File: config.mk
export PLATFORM = sky130hd
export DESIGN_NAME = sync_fifo
export DESIGN_NICKNAME = d
export VERILOG_FILES = /design/src/rtl/fifo_pkg.sv /design/src/rtl/rise_pulse.sv /design/src/rtl/sync_fifo.sv
export SDC_FILE = /design/constraint.sdc
export NUM_CORES = 1
export LEC_CHECK = 0
export CORE_MARGIN = 3
export CORE_UTILIZATION = 55
export CTS_BUF_LIST = sky130_fd_sc_hd__clkbuf_8
export CTS_CLUSTER_SIZE = 8
export DETAILED_ROUTE_END_ITERATION = 12
export GPL_ROUTABILITY_DRIVEN = 1
export PLACE_DENSITY = 0.81
export SLEW_MARGIN = 20
export SYNTH_ARGS = -nofsm -noshare
export SYNTH_HDL_FRONTEND = slang
export SYNTH_SLANG_ARGS = --single-unit
File: constraint.sdc
create_clock -name clk -period 5 [get_ports clk]
set_input_delay 0.75 -clock clk [delete_from_list [all_inputs] [get_ports clk]]
set_output_delay 0.75 -clock clk [all_outputs]
set_load 0.05 [all_outputs]
File: src/rtl/fifo_pkg.sv
// Shared defaults for the synchronous FIFO and a helper to derive the
// occupancy width from a depth.
package fifo_pkg;

    localparam int FIFO_DATA_WIDTH = 16;
    localparam int FIFO_DEPTH      = 32;
    localparam int FIFO_CNT_WIDTH  = 6;

    // Occupancy must represent 0..depth inclusive, hence the extra bit.
    function automatic int cnt_width_for(input int depth);
        return $clog2(depth) + 1;
    endfunction

endpackage : fifo_pkg

File: src/rtl/rise_pulse.sv
// Rising-edge detector: turns a level request into a single-cycle pulse.
// The registered copy clears on reset so a level already high at release fires once.
module rise_pulse (
    input  logic clk,
    input  logic rst_n,
    input  logic level_i,
    output logic pulse_o
);

    logic level_q;

    always_ff @(posedge clk or negedge rst_n) begin
        if (!rst_n) begin
            level_q <= 1'b0;
        end else begin
            level_q <= level_i;
        end
    end

    assign pulse_o = level_i & ~level_q;

endmodule : rise_pulse

File: src/rtl/sync_fifo.sv
// First-word-fall-through synchronous FIFO with edge-qualified push/pop
// requests, registered empty/full flags and an occupancy counter.
module sync_fifo
    import fifo_pkg::*;
#(
    parameter int DATA_WIDTH = FIFO_DATA_WIDTH,
    parameter int DEPTH      = FIFO_DEPTH,
    parameter int CNT_WIDTH  = FIFO_CNT_WIDTH
) (
    input  logic                  clk,
    input  logic                  rst_n,
    input  logic [DATA_WIDTH-1:0] in,
    input  logic                  wr_en_in,
    input  logic                  rd_en_in,
    output logic [DATA_WIDTH-1:0] out,
    output logic                  empty,
    output logic                  full,
    output logic [CNT_WIDTH-1:0]  counter
);

    localparam int PTR_W = $clog2(DEPTH);

    localparam logic [PTR_W-1:0]     PTR_ONE  = PTR_W'(1);
    localparam logic [CNT_WIDTH-1:0] CNT_ONE  = CNT_WIDTH'(1);
    localparam logic [CNT_WIDTH-1:0] CNT_FULL = CNT_WIDTH'(DEPTH);

    logic push_req;
    logic pop_req;
    logic push_acc;
    logic pop_acc;

    logic [PTR_W-1:0]     wr_ptr_q, wr_ptr_d;
    logic [PTR_W-1:0]     rd_ptr_q, rd_ptr_d;
    logic [CNT_WIDTH-1:0] count_q,  count_d;
    logic                 empty_q,  empty_d;
    logic                 full_q,   full_d;

    logic [DATA_WIDTH-1:0] mem [DEPTH];

    rise_pulse u_push_edge (
        .clk     (clk),
        .rst_n   (rst_n),
        .level_i (wr_en_in),
        .pulse_o (push_req)
    );

    rise_pulse u_pop_edge (
        .clk     (clk),
        .rst_n   (rst_n),
        .level_i (rd_en_in),
        .pulse_o (pop_req)
    );

    // A request is a one-cycle pulse; it is accepted only when the flag
    // registered at the start of the cycle allows it, otherwise it is lost.
    assign push_acc = push_req & ~full_q;
    assign pop_acc  = pop_req  & ~empty_q;

    always_comb begin
        wr_ptr_d = wr_ptr_q;
        rd_ptr_d = rd_ptr_q;
        count_d  = count_q;

        if (push_acc) begin
            wr_ptr_d = wr_ptr_q + PTR_ONE;
        end
        if (pop_acc) begin
            rd_ptr_d = rd_ptr_q + PTR_ONE;
        end

        case ({push_acc, pop_acc})
            2'b10:   count_d = count_q + CNT_ONE;
            2'b01:   count_d = count_q - CNT_ONE;
            default: count_d = count_q;
        endcase

        empty_d = (count_d == '0);
        full_d  = (count_d == CNT_FULL);
    end

    always_ff @(posedge clk or negedge rst_n) begin
        if (!rst_n) begin
            wr_ptr_q <= '0;
            rd_ptr_q <= '0;
            count_q  <= '0;
            empty_q  <= 1'b1;
            full_q   <= 1'b0;
        end else begin
            wr_ptr_q <= wr_ptr_d;
            rd_ptr_q <= rd_ptr_d;
            count_q  <= count_d;
            empty_q  <= empty_d;
            full_q   <= full_d;
        end
    end

    // Storage carries no reset; stale words are masked by the empty flag.
    always_ff @(posedge clk) begin
        if (push_acc) begin
            mem[wr_ptr_q] <= in;
        end
    end

    assign out     = empty_q ? '0 : mem[rd_ptr_q];
    assign empty   = empty_q;
    assign full    = full_q;
    assign counter = count_q;

endmodule : sync_fifo

==> results.yml, run 1 <==
yosys:
  yosysSeqAreaShare_pct: 76.5
  ys_async_sr_fraction_pct: 3.76
  yosysWarnings: 0
  synth.area.top_cells: "edfxtp_1 (74%), mux4_2 (17%), dfrtp_1 (2.3%)"
  synth_top_area_share_pct: 74.0
  synth_top_area_cell: "edfxtp_1"
  syn_inst: 908
  postSynthAreaPerCell_um2: 22.9
  synth-seq-cells: 532
  synth_edf_count: 512
  synth.net_count: 935
  synth_cell_type_count: 48
  synth_flop_cell: "edfxtp_1"
  netlist_area_mm2: 0.0208
sta:
  finalSetupViolCount: 0
  tightest_slew_ns: 1.12
  post-route-period-util_pct: 94.3
  slew_violations: 0
  fin_setup_tns_ns: 0
  finalClockSkew_ns: 0.0593
  hold_violations: 0
  slew_headroom_pct: 25.3
  max_freq_mhz: 212
  rsz0062_at_grt: "no"
  period_minus_slack_ns: 4.71
  setup_slack_ns: 0.286
clock_network:
  clock_path_buffers: 3
  postCtsSetupBuffers: 0
  hold_buffers: 0
  cts.htree.levels: 3
  cts_tree: "done"
  cts_made_buffers: 83
  path_clk_slew_ns: 0.06
  clkSinkCount: 532
  cts_resized: 0
  insertion_delay_ns: 0.66
  cts_root_buffer: "clkbuf_8"
placement:
  io_buffers: 43
  place_inst: 1447
  gp_congestion: 0.774
  dpl_worst_slack_ns: 0.906
  hpwlAfterDp_mm: 24.2
pwr:
  p_per_area_mw_per_mm2: 548
  ir_drop_mv: 1.19
  leakagePower_nw: 7.42
global_route:
  grt_usage_pct: 21.8
  grt_pass1_wl_mm: 64.4
  use_met3_pct: 6.29
  grt_antenna_before_repair: 4
  busiest_layer: "met2"
  overflow: 0
  grt_pass1_vias: 10200
  grt_max_degree: 59
  grtUsageMet2_pct: 33.2
  met1_usage_pct: 31.0
job:
  cap_viol_max_count: 0
final_layout:
  nets: 1055
  final_cell_count_no_fill: 1577
  area_growth_pct: 13.2
  n_fill_cell: 2329
  drive_gt1_share_pct: 33.3
  area.sequential_mm2: 0.0159
  multi_input_area_mm2: 0.00471
worst_setup_path:
  crit_arrival_ns: 3.96
  crit_path_cell_trace: "buf_4 > mux4_2 > mux4_2 > mux2i_1 > nor2_1 > clkdlybuf4s50_1"
  cpPeakStageDelay_ns: 0.82
  end_kind: "output pin"
  slowest_stage: "dfrtp_4"
  start_kind: "register"
  crit_type: "register to output pin"
  required_ns: 4.25
  critPathMostFrequentCell: "mux4_2"
  cp_max_fo: 27
drt:
  drc: 0
  viasPerCell: 6.22
  drt_pass1_iterations: 5
  drtAntennaViolNets: 0
  wl_per_cell_um: 27.1
  drt_iter0_markers: 1011
  vias: 9807
  wl_mm: 42.8
die:
  die_x_um: 200
  core_mm2: 0.0369
  start_util_pct: 56.3
  num_rows: 70
  die_h_um: 200
  die-area_mm2: 0.0401
  ioPinCount: 44
status:
  status: "complete, no violations"
hold_path:
  min-delay-path-class: "register to register"
==> logic make-up after synthesis <==
family / synth area share [%]
xor gates and xnor gates: 0.548
DFF: 76.5
muxes: 18.2
AOI/OAI and AO/OA: 0.705
buffers and inverters: 1.27
and+or+nand+nor: 2.43
adders and majority gates: 0.422
==> power by group <==
group / internal [mW] / total [mW] / switching [mW] / leakage [nW]
registers: 5.08 / 5.45 / 0.370 / 4.84
logic: 1.96 / 4.16 / 2.20 / 1.77
clock network: 1.64 / 3.26 / 1.62 / 0.814
total: 8.69 / 12.9 / 4.19 / 7.42
==> flip-flops by register name, summed over array words and instances, names as in the netlist <==
signal	count
rd_ptr_q	5
mem	512
empty	1
u_pop_edge.level_q	1
wr_ptr_q	5
u_push_edge.level_q	1
full	1
counter	6
==> final timing paths <==
check                      cells after the start                 endpoint  slack [ns]               startpoint
min in group asynchronous                      1  wr_ptr_q[3]$_DFFE_PN0P_        0.67                    rst_n
setup reg to reg                               9           full$_DFF_PN0_        1.50          empty$_DFF_PN1_
hold reg to reg                                2     counter[5]$_DFF_PN0_        0.55     counter[5]$_DFF_PN0_
max in group asynchronous                      1  rd_ptr_q[1]$_DFFE_PN0P_        3.61                    rst_n
setup / recovery                               6                  out[10]        0.29  rd_ptr_q[0]$_DFFE_PN0P_
hold / removal                                 2     counter[5]$_DFF_PN0_        0.55     counter[5]$_DFF_PN0_
==> cell usage after synthesis (2+ instances only) <==
master and instances:
a211oi_1 3, a21oi_1 4, a221oi_1 2, buf_1 7, buf_2 10, buf_6 2
clkbuf_1 31, dfrtp_1 19, edfxtp_1 512, ha_1 7, inv_1 4, mux2i_1 17
mux4_2 160, nand2_1 13, nand2b_1 3, nand3b_1 2, nand4_1 3, nor2_1 54
nor2b_1 3, nor3_1 2, nor3b_1 2, nor4_2 2, o21ai_0 6, o31ai_1 2
or2_2 2, or3_1 2, or3b_2 2, xnor2_1 9, xor2_1 4
==> placed cells by master, fill, tap and decap left out, types with 3 or more instances in the layout <==
master / instances
edfxtp_1: 512
mux4_2: 160
clkbuf_8: 85
buf_4: 38
clkdlybuf4s50_1: 36
nor2_2: 32
inv_1: 24
nor2_1: 22
mux2i_1: 17
dfrtp_1: 14
nand2_1: 13
clkinv_1: 12
xnor2_1: 9
ha_1: 7
buf_2: 7
o21ai_0: 6
buf_12: 6
xor2_1: 4
a21oi_1: 4
clkinv_8: 3
nor2b_1: 3
nand2b_1: 3
a211oi_1: 3
nand4_1: 3
inv_8: 3
clkinv_2: 3
dfrtp_2: 3
==> layer usage <==
layer	vias to the layer above	routed length (um)
met5	-	22
met4	4	1220
met3	104	4490
met2	517	20500
met1	5128	16500
li1	4054	-
==> metrics by stage <==
step                      hold WS [ns]  cell area [um^2]  power (mW)  util (%)
after floorplan                  0.454             20800        8.42         -
after global placement           0.532             22100        9.69      59.9
after detailed placement         0.532             22100        9.75      59.9
after CTS                        0.551             23500        13.0      63.8
after global routing             0.598             23500        13.4      63.7
final                            0.551             23500        12.9      63.8
==> final cells by class <==
class | count | share of cell area, %
Sequential cell | 532 | 67.6
Clock buffer | 85 | 4.98
Tap cell | 504 | 2.68
Timing Repair Buffer | 87 | 3.41
Antenna cell | 2 | 0.0213
Multi-Input combinational cell | 318 | 20.0
Inverter | 6 | 0.149
Clock inverter | 43 | 1.15
==> critical path: cells and delay by family, from the launching register on <==
kind / cells / cell delay (ns)
mux: 3 / 1.39
buf+inv: 2 / 1.06
flops: 1 / 0.82
simple gates: 1 / 0.08
Note: power is estimated with default switching activity, not from simulation.
==> run 2, diff against run 1 <==
- CTS_CLUSTER_SIZE: 8 -> 24
==> results.yml, run 2 (synthesized netlist as in run 1, its figures left out) <==
clock_network:
  postCtsSetupBuffers: 0
  cts_tree: "done"
  cts_root_buffer: "clkbuf_8"
  insertion_delay_ns: 0.64
  clkSinkCount: 532
  path_clk_slew_ns: 0.07
  cts.htree.levels: 3
  clock_path_buffers: 3
  hold_buffers: 0
  cts_resized: 0
  cts_made_buffers: 82
worst_setup_path:
  critPathMostFrequentCell: "mux4_2"
  end_kind: "output pin"
  crit_arrival_ns: 3.99
  cpPeakStageDelay_ns: 0.79
  cp_max_fo: 27
  crit_type: "register to output pin"
  start_kind: "register"
  crit_path_cell_trace: "buf_4 > mux4_2 > mux4_2 > mux2i_1 > nor2_1 > clkdlybuf4s50_1"
  slowest_stage: "dfrtp_4"
  required_ns: 4.25
drt:
  vias: 9795
  drt_pass1_iterations: 6
  wl_per_cell_um: 26.9
  drc: 0
  drt_iter0_markers: 1059
  drtAntennaViolNets: 0
  wl_mm: 43.1
  viasPerCell: 6.11
sta:
  hold_ws_ns: 0.552
  period_minus_slack_ns: 4.74
  rsz0062_at_grt: "no"
  max_freq_mhz: 211
  finalClockSkew_ns: 0.0468
  hold_violations: 0
  finalSetupViolCount: 0
  tightest_slew_ns: 1.12
  post-route-period-util_pct: 94.7
  slew_violations: 0
  fin_setup_tns_ns: 0
  slew_headroom_pct: 25.4
die:
  core_mm2: 0.0369
  die_h_um: 200
  die-area_mm2: 0.0401
  ioPinCount: 44
  start_util_pct: 56.3
  num_rows: 70
  die_x_um: 200
global_route:
  grt_max_degree: 59
  overflow: 0
  grt_pass1_wl_mm: 65.4
  grt_antenna_before_repair: 3
  grt_usage_pct: 22.1
  grt_pass1_vias: 10200
final_layout:
  final_cell_count_no_fill: 1603
  final_common_cell: "edfxtp_1"
  layout_common_cells: "edfxtp_1 (512), mux4_2 (160), clkbuf_8 (82)"
  largest-register: "mem"
  nets: 1054
  largest_reg_flops: 512
  area_growth_pct: 14.3
  drive_gt1_share_pct: 33.7
job:
  cap_viol_max_count: 0
pwr:
  p_per_area_mw_per_mm2: 557
  ir_drop_mv: 1.19
  leakagePower_nw: 7.56
hold_path:
  min-delay-path-class: "register to register"
placement:
  hpwlAfterDp_mm: 24.2
  io_buffers: 43
  place_inst: 1447
  gp_congestion: 0.774
status:
  status: "complete, no violations"
run 2: changes by cell type in the layout (fill, tap and decap cells not counted), moves of 2 or more:
cell       previous run  this run
inv_8                 3         1
bufinv_16             1         7
diode_2               2         4
clkbuf_8             85        82
inv_16                2         0
clkinv_1             12        16
inv_1                24        31
clkinv_2              3        13
run 2: final timing paths:
kind	from	to	slack, ns	depth (start not counted)
max	rd_ptr_q[0]$_DFFE_PN0P_	out[10]	0.26	6
min	counter[5]$_DFF_PN0_	counter[5]$_DFF_PN0_	0.55	2
max reg2reg	empty$_DFF_PN1_	full$_DFF_PN0_	1.48	9
min reg2reg	counter[5]$_DFF_PN0_	counter[5]$_DFF_PN0_	0.55	2
max in group asynchronous	rst_n	rd_ptr_q[1]$_DFFE_PN0P_	3.65	1
min in group asynchronous	rst_n	wr_ptr_q[3]$_DFFE_PN0P_	0.64	1
run 2: cell type report:
type | count | area [um^2]
Tap cell | 504 | 631
Fill cell | 2316 | 13100
Clock buffer | 82 | 1130
Inverter | 6 | 35.0
Multi-Input combinational cell | 318 | 4710
Timing Repair Buffer | 87 | 806
Sequential cell | 532 | 15900
Clock inverter | 70 | 529
Antenna cell | 4 | 10.0
run 2: where the power goes:
part | switching, mW | total [mW] | internal (mW)
combinational | 2.20 | 4.17 | 1.97
clock | 1.67 | 3.59 | 1.93
sequential | 0.371 | 5.45 | 5.08
run 2: worst max-delay path: cells and delay by family, from the launching register on:
kind / cells / cell delay, ns
mux: 3 / 1.41
simple gates: 1 / 0.08
buf+inv: 2 / 1.05
flops: 1 / 0.79
run 2: layer usage:
metal,GRT usage [%],share of wire [%]
met1,31.4,38
met2,34.3,49
met3,5.79,11
met4,6.95,2.4
met5,0,0
run 2: stage by stage:
step,power [mW],instance area (um^2),utilization (%),setup slack [ns]
6_report,13.2,23700,64.4,0.264
5_1_grt,13.7,23700,64.3,0.125
4_1_cts,13.3,23800,64.4,0.228
3_5_place_dp,9.75,22100,59.9,0.906
3_3_place_gp,9.69,22100,59.9,0.912
2_1_floorplan,8.42,20800,-,1.90
==> run 3, diff against run 2 <==
- CORE_MARGIN: 3 -> 2
- HOLD_SLACK_MARGIN: default -> 0.02
==> results.yml, run 3 (synthesized netlist as in run 1, its figures left out) <==
sta:
  hold_violations: 0
  max_freq_mhz: 207
  tightest_slew_ns: 1.19
  post-route-period-util_pct: 96.8
  slew_headroom_pct: 20.8
  finalClockSkew_ns: 0.0237
  finalSetupViolCount: 0
  period_minus_slack_ns: 4.84
  setup_slack_ns: 0.160
  rsz0062_at_grt: "no"
  slew_violations: 0
  fin_setup_tns_ns: 0
pwr:
  p_per_area_mw_per_mm2: 562
  leakagePower_nw: 7.49
  power.internal_mw: 8.88
  ir_drop_mv: 0.503
  p_comb_share_pct: 32.9
  p_clk_share_pct: 26.3
  switching_power_mw: 4.38
  switching_share_pct: 33.0
  p_seq_share_pct: 40.8
clock_network:
  hold_buffers: 0
  path_clk_slew_ns: 0.07
  cts_tree: "done"
  postCtsSetupBuffers: 0
  insertion_delay_ns: 0.62
  clock_path_buffers: 3
  cts_resized: 0
  cts_root_buffer: "clkbuf_8"
  clkSinkCount: 532
  cts.htree.levels: 3
  cts_made_buffers: 79
worst_setup_path:
  rr_worst_depth: 9
  regToRegStartpoint: "empty$_DFF_PN1_"
  required_ns: 4.25
  crit_arrival_ns: 4.09
  r2r_slack_ns: 1.53
  cp_num_buf_inv: 2
  crit_path_cell_trace: "buf_12 > mux4_2 > mux4_2 > mux2i_1 > nor2_1 > clkdlybuf4s50_1"
  critical_path.top_delay_family: "multiplexers"
  start_kind: "register"
  worstReg2RegEnd: "full$_DFF_PN0_"
  critPathMostFrequentCell: "mux4_2"
  slowest_stage: "dfrtp_4"
  end_kind: "output pin"
  cp_max_fo: 31
  crit_type: "register to output pin"
  cpPeakStageDelay_ns: 0.73
hold_path:
  hold_path.startpoint: "counter[5]$_DFF_PN0_"
  min-delay-path-class: "register to register"
  min_to: "counter[5]$_DFF_PN0_"
  min_delay_path_depth: 2
final_layout:
  final_common_cell: "edfxtp_1"
  layout_common_cells: "edfxtp_1 (512), mux4_2 (160), clkbuf_8 (84)"
  area.sequential_mm2: 0.0159
  multi_input_area_mm2: 0.00471
  n_fill_cell: 2345
  nets: 1051
  area_growth_pct: 13.7
  fin_util_pct: 63.1
  largest-register: "mem"
  largest_reg_flops: 512
  drive_gt1_share_pct: 34.2
  final_cell_count_no_fill: 1602
die:
  die_h_um: 198
  num_rows: 71
  die_x_um: 198
  core_mm2: 0.0374
  die-area_mm2: 0.0393
  ioPinCount: 44
  start_util_pct: 55.5
global_route:
  grt_max_degree: 41
  overflow: 0
  grt_pass1_wl_mm: 66.6
  grt_usage_pct: 24.0
  grt_pass1_vias: 10200
  grt_antenna_before_repair: 1
placement:
  dpl_worst_slack_ns: 0.814
  place_inst: 1454
  gp_congestion: 0.782
  hpwlAfterDp_mm: 25.7
  io_buffers: 43
drt:
  wl_per_cell_um: 28.4
  drt_iter0_markers: 1119
  vias: 9967
  wl_mm: 45.4
  drtAntennaViolNets: 0
  viasPerCell: 6.22
  drc: 0
  drt_pass1_iterations: 5
status:
  status: "complete, no violations"
job:
  cap_viol_max_count: 0
[run 3: cell count changes in the layout (fill, tap and decap cells not counted), sizes merged]
| cell | previous run | this run |
|---|---|---|
| clkinv | 33 | 31 |
| inv | 35 | 29 |
| clkbuf | 82 | 84 |
| bufinv | 7 | 5 |
| diode | 4 | 2 |
| clkinvlp | 1 | 3 |
| buf | 50 | 56 |
| clkdlybuf4s50 | 37 | 31 |
[run 3: power by group through the flow]
stage	sequential (mW)	combinational (mW)	clock (mW)
finish	5.41	4.36	3.48
global route	5.44	4.57	3.70
CTS	5.41	4.38	3.53
detailed placement	5.51	4.35	0
global placement	5.48	4.27	0
floorplan	5.32	3.10	0
[run 3: how the worst max path moves through the flow]
stage | from | end | slack (ns) | cells past startpoint
2_1_floorplan | rd_ptr_q[0]$_DFFE_PN0P_ | out[10] | 1.90 | 6
3_3_place_gp | rd_ptr_q[0]$_DFFE_PN0P_ | out[12] | 0.87 | 6
3_5_place_dp | rd_ptr_q[0]$_DFFE_PN0P_ | out[12] | 0.81 | 6
4_1_cts | rd_ptr_q[0]$_DFFE_PN0P_ | out[12] | 0.13 | 6
5_1_grt | rd_ptr_q[0]$_DFFE_PN0P_ | out[12] | 0.1 | 6
6_report | rd_ptr_q[0]$_DFFE_PN0P_ | out[12] | 0.16 | 6
[run 3: worst register-to-register path, delay by kind of cell, from the launching register on]
| kind | cells | cell delay, ns |
|---|---|---|
| fa+ha+maj | 1 | 0.32 |
| buf+inv | 1 | 0.15 |
| simple gates | 4 | 1.60 |
| flops | 1 | 0.81 |
| xor+xnor | 1 | 0.12 |
| compound gates | 2 | 0.37 |
[run 3: cell type report]
cell class	count	area share, %
Inverter	6	0.148
Timing Repair Buffer	87	3.28
Antenna cell	2	0.0212
Clock buffer	84	4.90
Clock inverter	62	1.74
Tap cell	511	2.71
Multi-Input combinational cell	318	19.9
Sequential cell	532	67.3
[run 3: through the flow]
stage                     hold WS (ns)  power [mW]  area [um^2]
after global placement           0.527        9.75        22100
final                            0.556        13.3        23600
after global routing             0.605        13.7        23600
after floorplan                  0.454        8.42        20800
after detailed placement         0.545        9.86        22100
after CTS                        0.563        13.3        23700
[run 3: layer usage]
layer,wire length [um],global-route usage (%),vias up
li1,-,-,4063
met1,17700,33.7,5283
met2,22600,38.0,533
met3,3810,4.79,88
met4,1320,9.08,0
met5,0,0,-
